<file path="config.mk">
export PLATFORM = sky130hd
export DESIGN_NAME = pipeline_ctrl_flat
export DESIGN_NICKNAME = d
export VERILOG_FILES = /design/src/rtl/pipeline_ctrl_pkg.sv /design/src/rtl/pipeline_ctrl_if.sv /design/src/rtl/pipeline_ctrl_prio_enc.sv /design/src/rtl/pipeline_ctrl.sv /design/src/flat_wrapper.sv
export SDC_FILE = /design/constraint.sdc
export NUM_CORES = 1
export LEC_CHECK = 0
export ABC_CLOCK_PERIOD_IN_PS = 11200
export CAP_MARGIN = 15
export CORE_MARGIN = 3
export CORE_UTILIZATION = 31
export DETAILED_ROUTE_END_ITERATION = 8
export MAX_ROUTING_LAYER = met4
export PLACE_DENSITY_LB_ADDON = 0.08
export SYNTH_ARGS = -nofsm -noshare
export SYNTH_HDL_FRONTEND = slang
export SYNTH_SLANG_ARGS = --single-unit
</file>
<file path="constraint.sdc">
create_clock -name clk -period 11.2 [get_ports clk]
set_clock_uncertainty 0.1 [all_clocks]
set_input_delay 3.36 -clock clk [delete_from_list [all_inputs] [get_ports clk]]
set_output_delay 3.36 -clock clk [all_outputs]
set_load 0.005 [all_outputs]
</file>
<file path="src/rtl/pipeline_ctrl_pkg.sv">
// rtl/pipeline_ctrl_pkg.sv - stage indices, FSM state type and priority helper shared by pipeline_ctrl
package pipe_ctrl_pkg;

    localparam int STG_IF  = 0;
    localparam int STG_ID  = 1;
    localparam int STG_EX  = 2;
    localparam int STG_MEM = 3;
    localparam int STG_WB  = 4;

    // Stage indices are signed so that "no stage" can be carried as -1 through compares.
    localparam int IDX_W = 8;
    typedef logic signed [IDX_W-1:0] stg_idx_t;
    localparam stg_idx_t IDX_NONE = -8'sd1;

    typedef enum logic [1:0] {
        HOLD       = 2'd0,
        RUN        = 2'd1,
        FLUSH_PEND = 2'd2
    } pipe_state_t;

    function automatic int highest_set(input logic [31:0] vec);
        int idx;
        idx = -1;
        for (int i = 0; i < 32; i++) begin
            if (vec[i]) begin
                idx = i;
            end
        end
        return idx;
    endfunction

endpackage

</file>
<file path="src/rtl/pipeline_ctrl_if.sv">
// rtl/pipeline_ctrl_if.sv - request/control bundle between the core stages and pipeline_ctrl
// Perf counter signals exist only when PIPE_CTRL_PERF_EN is defined.
interface pipeline_ctrl_if #(
    parameter int NUM_STAGES = 5,
    parameter int PERF_CNT_W = 32
);

    logic                  fetch_valid;
    logic [NUM_STAGES-1:0] stall_req;
    logic [NUM_STAGES-1:0] flush_req;
    logic [NUM_STAGES-1:0] stage_clk_en;
    logic [NUM_STAGES-1:0] stage_valid;
    logic [NUM_STAGES-1:0] stage_flush;
    logic                  busy;

    if (NUM_STAGES < 2 || PERF_CNT_W < 1) begin : g_bad_cfg
        $error("pipeline_ctrl_if: unsupported parameter set");
    end

`ifdef PIPE_CTRL_PERF_EN
    logic [PERF_CNT_W-1:0] perf_stall_cyc;
    logic [PERF_CNT_W-1:0] perf_flush_cnt;
    logic [PERF_CNT_W-1:0] perf_retire_cnt;

    modport master (
        output fetch_valid, stall_req, flush_req,
        input  stage_clk_en, stage_valid, stage_flush, busy,
        input  perf_stall_cyc, perf_flush_cnt, perf_retire_cnt
    );

    modport slave (
        input  fetch_valid, stall_req, flush_req,
        output stage_clk_en, stage_valid, stage_flush, busy,
        output perf_stall_cyc, perf_flush_cnt, perf_retire_cnt
    );
`else
    modport master (
        output fetch_valid, stall_req, flush_req,
        input  stage_clk_en, stage_valid, stage_flush, busy
    );

    modport slave (
        input  fetch_valid, stall_req, flush_req,
        output stage_clk_en, stage_valid, stage_flush, busy
    );
`endif

endinterface

</file>
<file path="src/rtl/pipeline_ctrl_prio_enc.sv">
// rtl/pipeline_ctrl_prio_enc.sv - highest-set-bit encoder, returns -1 for an all-zero vector
module pipe_prio_enc
    import pipe_ctrl_pkg::*;
#(
    parameter int W = 5
) (
    input  logic [W-1:0] vec_i,
    output stg_idx_t     idx_o
);

    logic [31:0] vec_ext;

    always_comb begin
        vec_ext        = '0;
        vec_ext[W-1:0] = vec_i;
        idx_o          = stg_idx_t'(highest_set(vec_ext));
    end

endmodule

</file>
<file path="src/rtl/pipeline_ctrl.sv">
// rtl/pipeline_ctrl.sv - stall/flush sequencer driving per-stage clk_en, valid and flush
// Optional perf counters are built when PIPE_CTRL_PERF_EN is defined.
module pipeline_ctrl
    import pipe_ctrl_pkg::*;
#(
    parameter int NUM_STAGES        = 5,
    parameter int RESET_HOLD_CYCLES = 4,
    parameter int PERF_CNT_W        = 32
) (
    input  logic           clk,
    input  logic           rst_n,
    pipeline_ctrl_if.slave bus
);

    localparam int                    HOLD_W       = (RESET_HOLD_CYCLES > 1) ? $clog2(RESET_HOLD_CYCLES) : 1;
    localparam logic [HOLD_W-1:0]     HOLD_INIT    = HOLD_W'(RESET_HOLD_CYCLES - 1);
    localparam stg_idx_t              LAST_IDX     = stg_idx_t'(NUM_STAGES - 1);
    localparam stg_idx_t              WB_STALL_IDX = stg_idx_t'(NUM_STAGES - 2);
    localparam logic [NUM_STAGES-1:0] FLUSH_MASK   = ~NUM_STAGES'(1);

    if (NUM_STAGES < 2 || NUM_STAGES > 32 || RESET_HOLD_CYCLES < 1 || PERF_CNT_W < 1) begin : g_bad_cfg
        $error("pipeline_ctrl: unsupported parameter set");
    end

    pipe_state_t           state_q, state_d;
    logic [HOLD_W-1:0]     hold_cnt_q, hold_cnt_d;
    logic [NUM_STAGES-1:0] valid_q, valid_d;
    stg_idx_t              pend_q, pend_d;

    stg_idx_t              s_raw, f_live, s_eff, f_merge;
    logic [NUM_STAGES-1:0] stalled, flush_vec, clk_en;
    logic                  running, flush_take;

    pipe_prio_enc #(.W(NUM_STAGES)) u_stall_enc (
        .vec_i (bus.stall_req),
        .idx_o (s_raw)
    );

    pipe_prio_enc #(.W(NUM_STAGES)) u_flush_enc (
        .vec_i (bus.flush_req & FLUSH_MASK),
        .idx_o (f_live)
    );

    always_comb begin
        state_d    = state_q;
        hold_cnt_d = hold_cnt_q;
        pend_d     = pend_q;
        valid_d    = valid_q;
        running    = (state_q != HOLD);
        s_eff      = IDX_NONE;
        f_merge    = IDX_NONE;

        if (running) begin
            // A writeback stall request freezes everything upstream and bubbles writeback.
            s_eff   = (s_raw == LAST_IDX) ? WB_STALL_IDX : s_raw;
            f_merge = (f_live > pend_q) ? f_live : pend_q;
        end
        // Flush-vs-stall priority uses the raw stall index, so a writeback flush
        // raised together with a writeback stall waits for the stall to drop.
        flush_take = running && (f_merge > s_raw);

        for (int k = 0; k < NUM_STAGES; k++) begin
            flush_vec[k] = flush_take && (k < int'(f_merge));
            stalled[k]   = !flush_take && (k <= int'(s_eff));
        end

        clk_en = running ? (valid_q & ~stalled & ~flush_vec) : '0;

        if (running) begin
            valid_d[0] = stalled[0] ? valid_q[0] : (bus.fetch_valid & ~flush_vec[0]);
            for (int k = 1; k < NUM_STAGES; k++) begin
                if (!stalled[k]) begin
                    valid_d[k] = clk_en[k-1];
                end
            end
        end

        unique case (state_q)
            HOLD: begin
                if (hold_cnt_q == '0) begin
                    state_d = RUN;
                end else begin
                    hold_cnt_d = hold_cnt_q - HOLD_W'(1);
                end
            end
            default: begin
                if (flush_take) begin
                    pend_d  = IDX_NONE;
                    state_d = RUN;
                end else if (f_merge > stg_idx_t'(0)) begin
                    pend_d  = f_merge;
                    state_d = FLUSH_PEND;
                end
            end
        endcase
    end

    always_ff @(posedge clk) begin
        if (!rst_n) begin
            state_q    <= HOLD;
            hold_cnt_q <= HOLD_INIT;
            valid_q    <= '0;
            pend_q     <= IDX_NONE;
        end else begin
            state_q    <= state_d;
            hold_cnt_q <= hold_cnt_d;
            valid_q    <= valid_d;
            pend_q     <= pend_d;
        end
    end

    assign bus.stage_clk_en = clk_en;
    assign bus.stage_valid  = valid_q;
    assign bus.stage_flush  = flush_vec;
    assign bus.busy         = (state_q != RUN);

`ifdef PIPE_CTRL_PERF_EN
    logic [PERF_CNT_W-1:0] perf_stall_q, perf_flush_q, perf_retire_q;
    logic                  stall_any;

    assign stall_any = |stalled;

    always_ff @(posedge clk) begin
        if (!rst_n) begin
            perf_stall_q  <= '0;
            perf_flush_q  <= '0;
            perf_retire_q <= '0;
        end else if (running) begin
            if (stall_any) begin
                perf_stall_q <= perf_stall_q + PERF_CNT_W'(1);
            end
            if (flush_take) begin
                perf_flush_q <= perf_flush_q + PERF_CNT_W'(1);
            end
            if (clk_en[NUM_STAGES-1]) begin
                perf_retire_q <= perf_retire_q + PERF_CNT_W'(1);
            end
        end
    end

    assign bus.perf_stall_cyc  = perf_stall_q;
    assign bus.perf_flush_cnt  = perf_flush_q;
    assign bus.perf_retire_cnt = perf_retire_q;
`endif

endmodule

</file>
<file path="src/flat_wrapper.sv">
// flat-port wrapper written by rule: the top's interface ports become plain ports
module pipeline_ctrl_flat import pipe_ctrl_pkg::*;
#(
    parameter int NUM_STAGES        = 5,
    parameter int RESET_HOLD_CYCLES = 4,
    parameter int PERF_CNT_W        = 32
)
  (clk, rst_n, bus_fetch_valid, bus_stall_req, bus_flush_req, bus_stage_clk_en, bus_stage_valid, bus_stage_flush, bus_busy);
  pipeline_ctrl_if #(.NUM_STAGES(NUM_STAGES), .PERF_CNT_W(PERF_CNT_W)) bus_i ();
  input  logic clk;
  input  logic rst_n;
  input wire logic [$bits(bus_i.fetch_valid)-1:0] bus_fetch_valid;
  input wire logic [$bits(bus_i.stall_req)-1:0] bus_stall_req;
  input wire logic [$bits(bus_i.flush_req)-1:0] bus_flush_req;
  output wire logic [$bits(bus_i.stage_clk_en)-1:0] bus_stage_clk_en;
  output wire logic [$bits(bus_i.stage_valid)-1:0] bus_stage_valid;
  output wire logic [$bits(bus_i.stage_flush)-1:0] bus_stage_flush;
  output wire logic [$bits(bus_i.busy)-1:0] bus_busy;
  assign bus_i.fetch_valid = bus_fetch_valid;
  assign bus_i.stall_req = bus_stall_req;
  assign bus_i.flush_req = bus_flush_req;
  assign bus_stage_clk_en = bus_i.stage_clk_en;
  assign bus_stage_valid = bus_i.stage_valid;
  assign bus_stage_flush = bus_i.stage_flush;
  assign bus_busy = bus_i.busy;
  pipeline_ctrl #(.NUM_STAGES(NUM_STAGES), .RESET_HOLD_CYCLES(RESET_HOLD_CYCLES), .PERF_CNT_W(PERF_CNT_W)) u_core (.clk(clk), .rst_n(rst_n), .bus(bus_i));
endmodule
</file>
==> results_dict.tcl, run 1 <==
set metrics [dict create \
    hold_viol_final 0 \
    critPathLaunchType "input pin" \
    clk_latency_ns 0.26 \
    tritoncts "yes" \
    fp.dieW_microns 78.2 \
    p_leak_nw 1.11 \
    grt_pass1_vias 1750 \
    initial_core_util 0.331 \
    synth-edff-count 0 \
    path_class "input pin to primary output" \
    cp_num_buf_inv 3 \
    setup_viol_count_final 0 \
    antenna_found_initial 0 \
    crit_required_ns 7.74 \
    synth_nets 232 \
    power.density_nw_per_um2 140 \
    path_cells "clkdlybuf4s50_1 -> nor4_2 -> buf_4 -> ha_4 -> nand4_4 -> o32ai_2 -> a2111o_2 -> o21ai_4 -> mux2_2 -> nor2_1 -> ha_1 -> nand3_1 -> nor2_1 -> o21bai_2 -> mux2_4 -> a211oi_2 -> clkdlybuf4s50_1" \
    viasPerCell 5.13 \
    gp_congestion 0.815 \
    drive_gt1_frac 0.323 \
    yosysWarningCount 0 \
    cts.sinks 17 \
    critPathSlowestCell "clkdlybuf4s50_1" \
    timing.final.crit_share 0.984 \
    cts-root-buf "clkbuf_8" \
    postCtsHoldBufs 0 \
    remaining_drc_errors 0 \
    status "completed" \
    fin_nets 300 \
    cts-buffers-inserted 3 \
    gr-total-overflow 0 \
    drtAntennaViolNets 0 \
    core_sq_um 4880 \
    critPathArrivalTime_ns 7.56 \
    drt_iter0_drc 59 \
    hold_slack_ns 0.386 \
    synth_cell_types 52 \
    synth_seq_cells 17 \
    cts.htree.levels 1 \
    wl_per_cell_microns 14.0 \
    gr-usage-met3 0.0218 \
    clockBufferDepth 2 \
    rows 25 \
    rsz0062_at_grt "true" \
    path_max_fanout 6 \
    insertedDiodeCount 0 \
    total_power_mw 0.353 \
    grt_busiest_layer "met2" \
    fmax_mhz 90.8 \
    peakVddDrop_uv 67.0 \
    crit_family "buffers and inverters" \
    synthCells 202 \
    portBuffers 27 \
    ios 29 \
    grt.total_usage 0.166 \
    dieHeight_microns 78.2 \
    maxSlewViolCount 0 \
    syn_to_final_growth_pct 56.0 \
    slew_headroom 0.511 \
    cp-end-kind "primary output" \
    netlist_area_sq_um 1620 \
    path_clk_slew_ns 0.07 \
    synth_flop_cell "dfxtp_1" \
    min_period_ns 11.02 \
    die-area_sq_um 6120 \
    grt_pass1_wl_mm 8.17 \
    seq_area_frac_synth 0.211 \
    cap_violations 0 \
    grt_util_met1 0.221 \
    syn_area_per_cell_sq_um 8.00 \
    async_reset_ff_frac 0 \
    drt-total-wl_mm 4.72 \
    first_pass_iters 4 \
    slowest_delay_ns 0.57 \
    hold_class "register to register" \
    via_count 1723 \
    grt_max_degree 22 \
    tightestPinTransition_ns 0.731 \
    gr-usage-met2 0.271 \
    dp_hpwl_mm 3.47 \
]
==> sequential cells by signal (all words and copies together), names as in the netlist <==
signal,cells
u_core.bus.stage_valid,5
u_core.hold_cnt_q,2
u_core.pend_q,8
u_core.state_q,2
==> routing by layer <==
metal / wire, microns / share of wire
met5: 0 / 0
met4: 43 / 0.0091
met3: 125 / 0.026
met2: 2250 / 0.48
met1: 2300 / 0.49
==> cell families after synthesis <==
family          share of synthesized area
mux                                0.0573
flops                               0.211
simple gates                        0.226
buf+inv                            0.0650
compound gates                      0.304
xor+xnor                          0.00542
fa+ha+maj                           0.132
==> worst register-to-register path, cell delays in order (launching register included) <==
cell and delay [ns]:
dfxtp_1 0.41, inv_1 0.10, ha_4 0.30, nand4_4 0.13
buf_4 0.17, o31ai_4 0.29, buf_4 0.18, nor3_1 0.06
mux2i_4 0.19, o31a_1 0.20, ha_1 0.27, nand4_1 0.15
nor2_1 0.06, o21bai_2 0.21, mux2_4 0.31, buf_4 0.17
nand2_1 0.17, a2bb2oi_1 0.37, o32a_1 0.22
==> where the power goes <==
part | leakage (nW) | internal [mW] | total [mW] | switching, mW
sequential | 0.138 | 0.0690 | 0.0752 | 0.00614
combinational | 0.951 | 0.113 | 0.227 | 0.114
clock | 0.0217 | 0.0251 | 0.0507 | 0.0256
total | 1.11 | 0.207 | 0.353 | 0.145
==> synthesized netlist by cell type (3+ instances only) <==
| cell | n | share of area |
|---|---|---|
| nor2_1 | 20 | 0.046 |
| nand2_1 | 19 | 0.044 |
| dfxtp_1 | 17 | 0.21 |
| ha_1 | 17 | 0.13 |
| inv_1 | 17 | 0.039 |
| a21oi_1 | 16 | 0.050 |
| nand3_1 | 10 | 0.031 |
| o21ai_0 | 7 | 0.022 |
| clkbuf_1 | 6 | 0.014 |
| and2_1 | 5 | 0.019 |
| o2111ai_1 | 4 | 0.022 |
| o32a_1 | 4 | 0.025 |
| mux2_2 | 3 | 0.021 |
| mux2i_1 | 3 | 0.019 |
| nand2b_1 | 3 | 0.012 |
| nor3_1 | 3 | 0.0093 |
| o211ai_1 | 3 | 0.014 |
| o31a_1 | 3 | 0.016 |
==> worst paths after layout <==
check	start	cells past startpoint	slack, ns	endpoint
worst max-delay path	bus_flush_req[4]	17	0.18	bus_stage_flush[3]
worst min-delay path	u_core.bus.stage_valid[4]$_SDFFE_PN0P_	2	0.39	u_core.bus.stage_valid[4]$_SDFFE_PN0P_
worst max register to register	u_core.pend_q[5]$_SDFFE_PN1P_	18	7.11	u_core.pend_q[5]$_SDFFE_PN1P_
worst min register to register	u_core.bus.stage_valid[4]$_SDFFE_PN0P_	2	0.39	u_core.bus.stage_valid[4]$_SDFFE_PN0P_
==> stage by stage <==
stage / cells / setup WS, ns / instance area, sq um / utilization / TNS (ns)
2_1_floorplan: 202 / 0.509 / 1620 / - / 0
6_report: 336 / 0.183 / 2520 / 0.517 / 0
3_5_place_dp: 323 / -0.114 / 2190 / 0.449 / -0.524
3_3_place_gp: 323 / -0.112 / 2190 / 0.449 / -0.533
4_1_cts: 329 / -0.0386 / 2280 / 0.468 / -0.0862
5_1_grt: 336 / -0.0427 / 2520 / 0.517 / -0.0427
==> layout make-up <==
| cell class | count | area [sq um] |
|---|---|---|
| fillers | 501 | 2360 |
| multi-input cells | 161 | 1370 |
| repair buffers | 70 | 618 |
| flip-flops and latches | 17 | 340 |
| well taps | 67 | 83.8 |
| inverters | 17 | 63.8 |
| clock buffers | 3 | 41.3 |
| clock inverters | 1 | 7.51 |
==> cell usage in the layout (no fill, tap or decap), drive strengths merged, types with 4 or more instances in the layout <==
master,synthesis,final
nand2,19,19
o32a,4,4
nor2,20,20
dlymetal6s2s,0,7
clkdlybuf4s50,0,20
o21ai,10,10
o2111ai,4,4
nand3,10,10
dfxtp,17,17
a21oi,16,16
mux2i,4,4
and2,5,5
ha,17,17
mux2,4,5
inv,17,17
buf,2,43
==> repair_timing <==
item                       CTS  global route
resized for setup            6            32
pin swaps                    0             7
setup endpoints to repair   10            10
cloned                       0             1
buffers inserted             2             6
Power figures use the tool's default switching activity.
==> run 2, diff against run 1 <==
--- a/config.mk
+++ b/config.mk
@@ -14,4 +14,5 @@
 export PLACE_DENSITY_LB_ADDON = 0.08
 export SYNTH_ARGS = -nofsm -noshare
 export SYNTH_HDL_FRONTEND = slang
+export SYNTH_HIERARCHICAL = 1
 export SYNTH_SLANG_ARGS = --single-unit
==> run 2 against run 1 <==
Net effect: via count grew 9.3%; final cell count grew 11%; combinational power shrank 36%; clock power shrank 11%; setup slack gained 0.28 ns; global-route usage shrank 0.85 points; power shrank 23%; sequential cell count is the same; wire length grew 8.3%; worst hold slack gained 0.025 ns; first-iteration DRC count grew 42%; critical path type unchanged; largest cell class unchanged.
==> results_dict.tcl, run 2 <==
set metrics [dict create \
    drt-total-wl_mm 5.11 \
    path_max_fanout 15 \
    ios 29 \
    min_period_ns 10.74 \
    peakVddDrop_uv 91.4 \
    fin_cells 372 \
    crit_required_ns 7.74 \
    gr-total-overflow 0 \
    layout_common_cells "buf_4 (29), inv_1 (26), nand2_1 (23), clkdlybuf4s50_1 (21), dfxtp_1 (17)" \
    initial_core_util 0.328 \
    status "completed" \
    cts.sinks 17 \
    clockBufferDepth 2 \
    fin_tns_setup_ns 0 \
    syn_area_per_cell_sq_um 7.27 \
    fmax_mhz 93.1 \
    drive_gt1_frac 0.203 \
    seqPwrFrac 0.297 \
    timing.final.crit_share 0.959 \
    yosysTopAreaCell "dfxtp_1" \
    synth_cell_types 53 \
    tritoncts "yes" \
    hold_viol_final 0 \
    yosysMostFrequentCell "inv_1" \
    syn_to_final_growth_pct 34.4 \
    worstRegToRegCells 16 \
    synthTopCellsByCount "inv_1 (26), nand2_1 (23), dfxtp_1 (17), ha_1 (17), nor2_1 (17)" \
    postLayoutCoreUtil 0.441 \
    drt_iter0_drc 84 \
    swShare 0.395 \
    clockPowerShare 0.166 \
    r2r-end "u_core/pend_q[7]$_SDFFE_PN1P_" \
    fin_nets 331 \
    hold_depth 2 \
    ys_top_cells_by_area "dfxtp_1 (19%), ha_1 (12%), inv_1 (5.3%)" \
    antenna_found_initial 0 \
    core_sq_um 5610 \
    critPathLaunchType "input pin" \
    remaining_drc_errors 0 \
    slew_headroom 0.437 \
    insertedDiodeCount 0 \
    p_switching_mw 0.107 \
    holdPathEnd "u_core/bus.stage_valid[4]$_SDFFE_PN0P_" \
    cp-end-kind "primary output" \
    async_reset_ff_frac 0 \
    grt.total_usage 0.157 \
    first_pass_iters 4 \
    critPathArrivalTime_ns 7.28 \
    p_comb_frac 0.537 \
    hold_class "register to register" \
    grt_max_degree 24 \
    mostFrequentLayoutCell "buf_4" \
    r2r_slack_ns 7.14 \
    viasPerCell 5.06 \
    hold_slack_ns 0.411 \
    hold_start "u_core/bus.stage_valid[4]$_SDFFE_PN0P_" \
    die-area_sq_um 6890 \
    path_clk_slew_ns 0.07 \
    synth_seq_cells 17 \
    gp_congestion 0.820 \
    p_leak_nw 1.15 \
    dp_hpwl_mm 4.06 \
    yosysWarningCount 6 \
    power.density_nw_per_um2 110 \
    via_count 1884 \
    synth_top_area_share 0.185 \
    netlist_area_sq_um 1840 \
    clk_latency_ns 0.25 \
    seq_area_frac_synth 0.185 \
    path_class "input pin to primary output" \
    largest_register_ffs 8 \
    cts-root-buf "clkbuf_8" \
    grt_pass1_vias 1901 \
    drtAntennaViolNets 0 \
    tightestPinTransition_ns 0.842 \
    portBuffers 27 \
    internal-power_mw 0.164 \
    dieHeight_microns 83.0 \
    grt_pass1_wl_mm 9.00 \
    top_register "u_core/pend_q" \
    synth_flop_cell "dfxtp_1" \
    rsz0062_at_grt "false" \
    maxSlewViolCount 0 \
    wl_per_cell_microns 13.7 \
    cts-buffers-inserted 3 \
    setup_viol_count_final 0 \
    synthCells 253 \
    timing.rr.start "u_core/pend_q[1]$_SDFFE_PN1P_" \
    fp.dieW_microns 83.0 \
    synth-edff-count 0 \
    cap_violations 0 \
    cts.htree.levels 1 \
    postCtsHoldBufs 0 \
    dp.cells 366 \
    rows 27 \
]
==> run 2: cell types whose count changed after synthesis, sizes merged, moves of 4 or more <==
cell,change
buf,+7
inv,+9
nand2,+4
nor2b,+8
nor3,+7
o21ai,+6
o32a,-4
or2,+4
or4,+4
==> run 2: area by class of cell <==
| class | count | area (sq um) |
|---|---|---|
| Inverter | 26 | 97.6 |
| Fill cell | 588 | 3140 |
| Tap cell | 72 | 90.1 |
| Sequential cell | 17 | 340 |
| Clock buffer | 4 | 45.0 |
| Timing Repair Buffer | 58 | 526 |
| Multi-Input combinational cell | 195 | 1370 |
==> run 2: worst max-delay path by stage <==
stage	start	endpoint	slack, ns
after floorplan	bus_flush_req[1]	bus_stage_clk_en[0]	0.74
after global placement	bus_flush_req[1]	bus_stage_clk_en[1]	-0.06
after detailed placement	bus_flush_req[1]	bus_stage_clk_en[1]	-0.05
after CTS	bus_flush_req[3]	bus_stage_clk_en[1]	0.02
after global routing	bus_flush_req[3]	bus_stage_flush[2]	0.17
final	bus_flush_req[3]	bus_stage_flush[2]	0.46
==> run 2: through the flow <==
stage / power, mW / worst slack, ns / cell area (sq um)
CTS: 0.272 / 0.0248 / 2400
global placement: 0.222 / -0.0644 / 2330
finish: 0.271 / 0.462 / 2470
floorplan: 0.165 / 0.742 / 1850
detailed placement: 0.222 / -0.0505 / 2330
global route: 0.298 / 0.171 / 2470
==> run 2: cell families after synthesis <==
family                     synth area share
DFF                                   0.185
muxes                                0.0279
adders and majority gates             0.116
other                               0.00204
buffers and inverters                 0.105
AOI/OAI and AO/OA                     0.285
and+or+nand+nor                       0.280
==> run 2: power groups by stage <==
stage | Combinational, mW | Sequential, mW | Clock [mW]
final | 0.146 | 0.0804 | 0.0449
after global routing | 0.165 | 0.0821 | 0.0505
after CTS | 0.144 | 0.0805 | 0.0477
after detailed placement | 0.140 | 0.0820 | 0
after global placement | 0.140 | 0.0822 | 0
after floorplan | 0.0869 | 0.0782 | 0
==> run 2: worst max-delay path: stages <==
cell,delay (ns)
dlymetal6s2s_1,0.16
nor4_2,0.28
nor2b_2,0.20
buf_6,0.14
ha_1,0.26
a21oi_1,0.15
inv_1,0.07
o21a_4,0.20
buf_4,0.18
o21ai_0,0.15
and3_1,0.20
inv_1,0.05
ha_1,0.30
nand4_1,0.12
nand2b_1,0.16
a21oi_1,0.12
buf_4,0.16
o211ai_1,0.10
o32ai_1,0.29
buf_4,0.16
clkdlybuf4s50_1,0.49
==> run 2: metal layers <==
layer,vias up,part of all wire,track usage
met5,-,0,-
met4,0,0.0051,0.0312
met3,2,0.027,0.0188
met2,18,0.46,0.249
met1,851,0.51,0.216
li1,1013,-,-
==> run 2: timing repair <==
item                       4_1_cts  5_1_grt
setup endpoints to repair        3        9
setup buffers                    1        1
pin swaps                        1        8
resized for setup                5       16
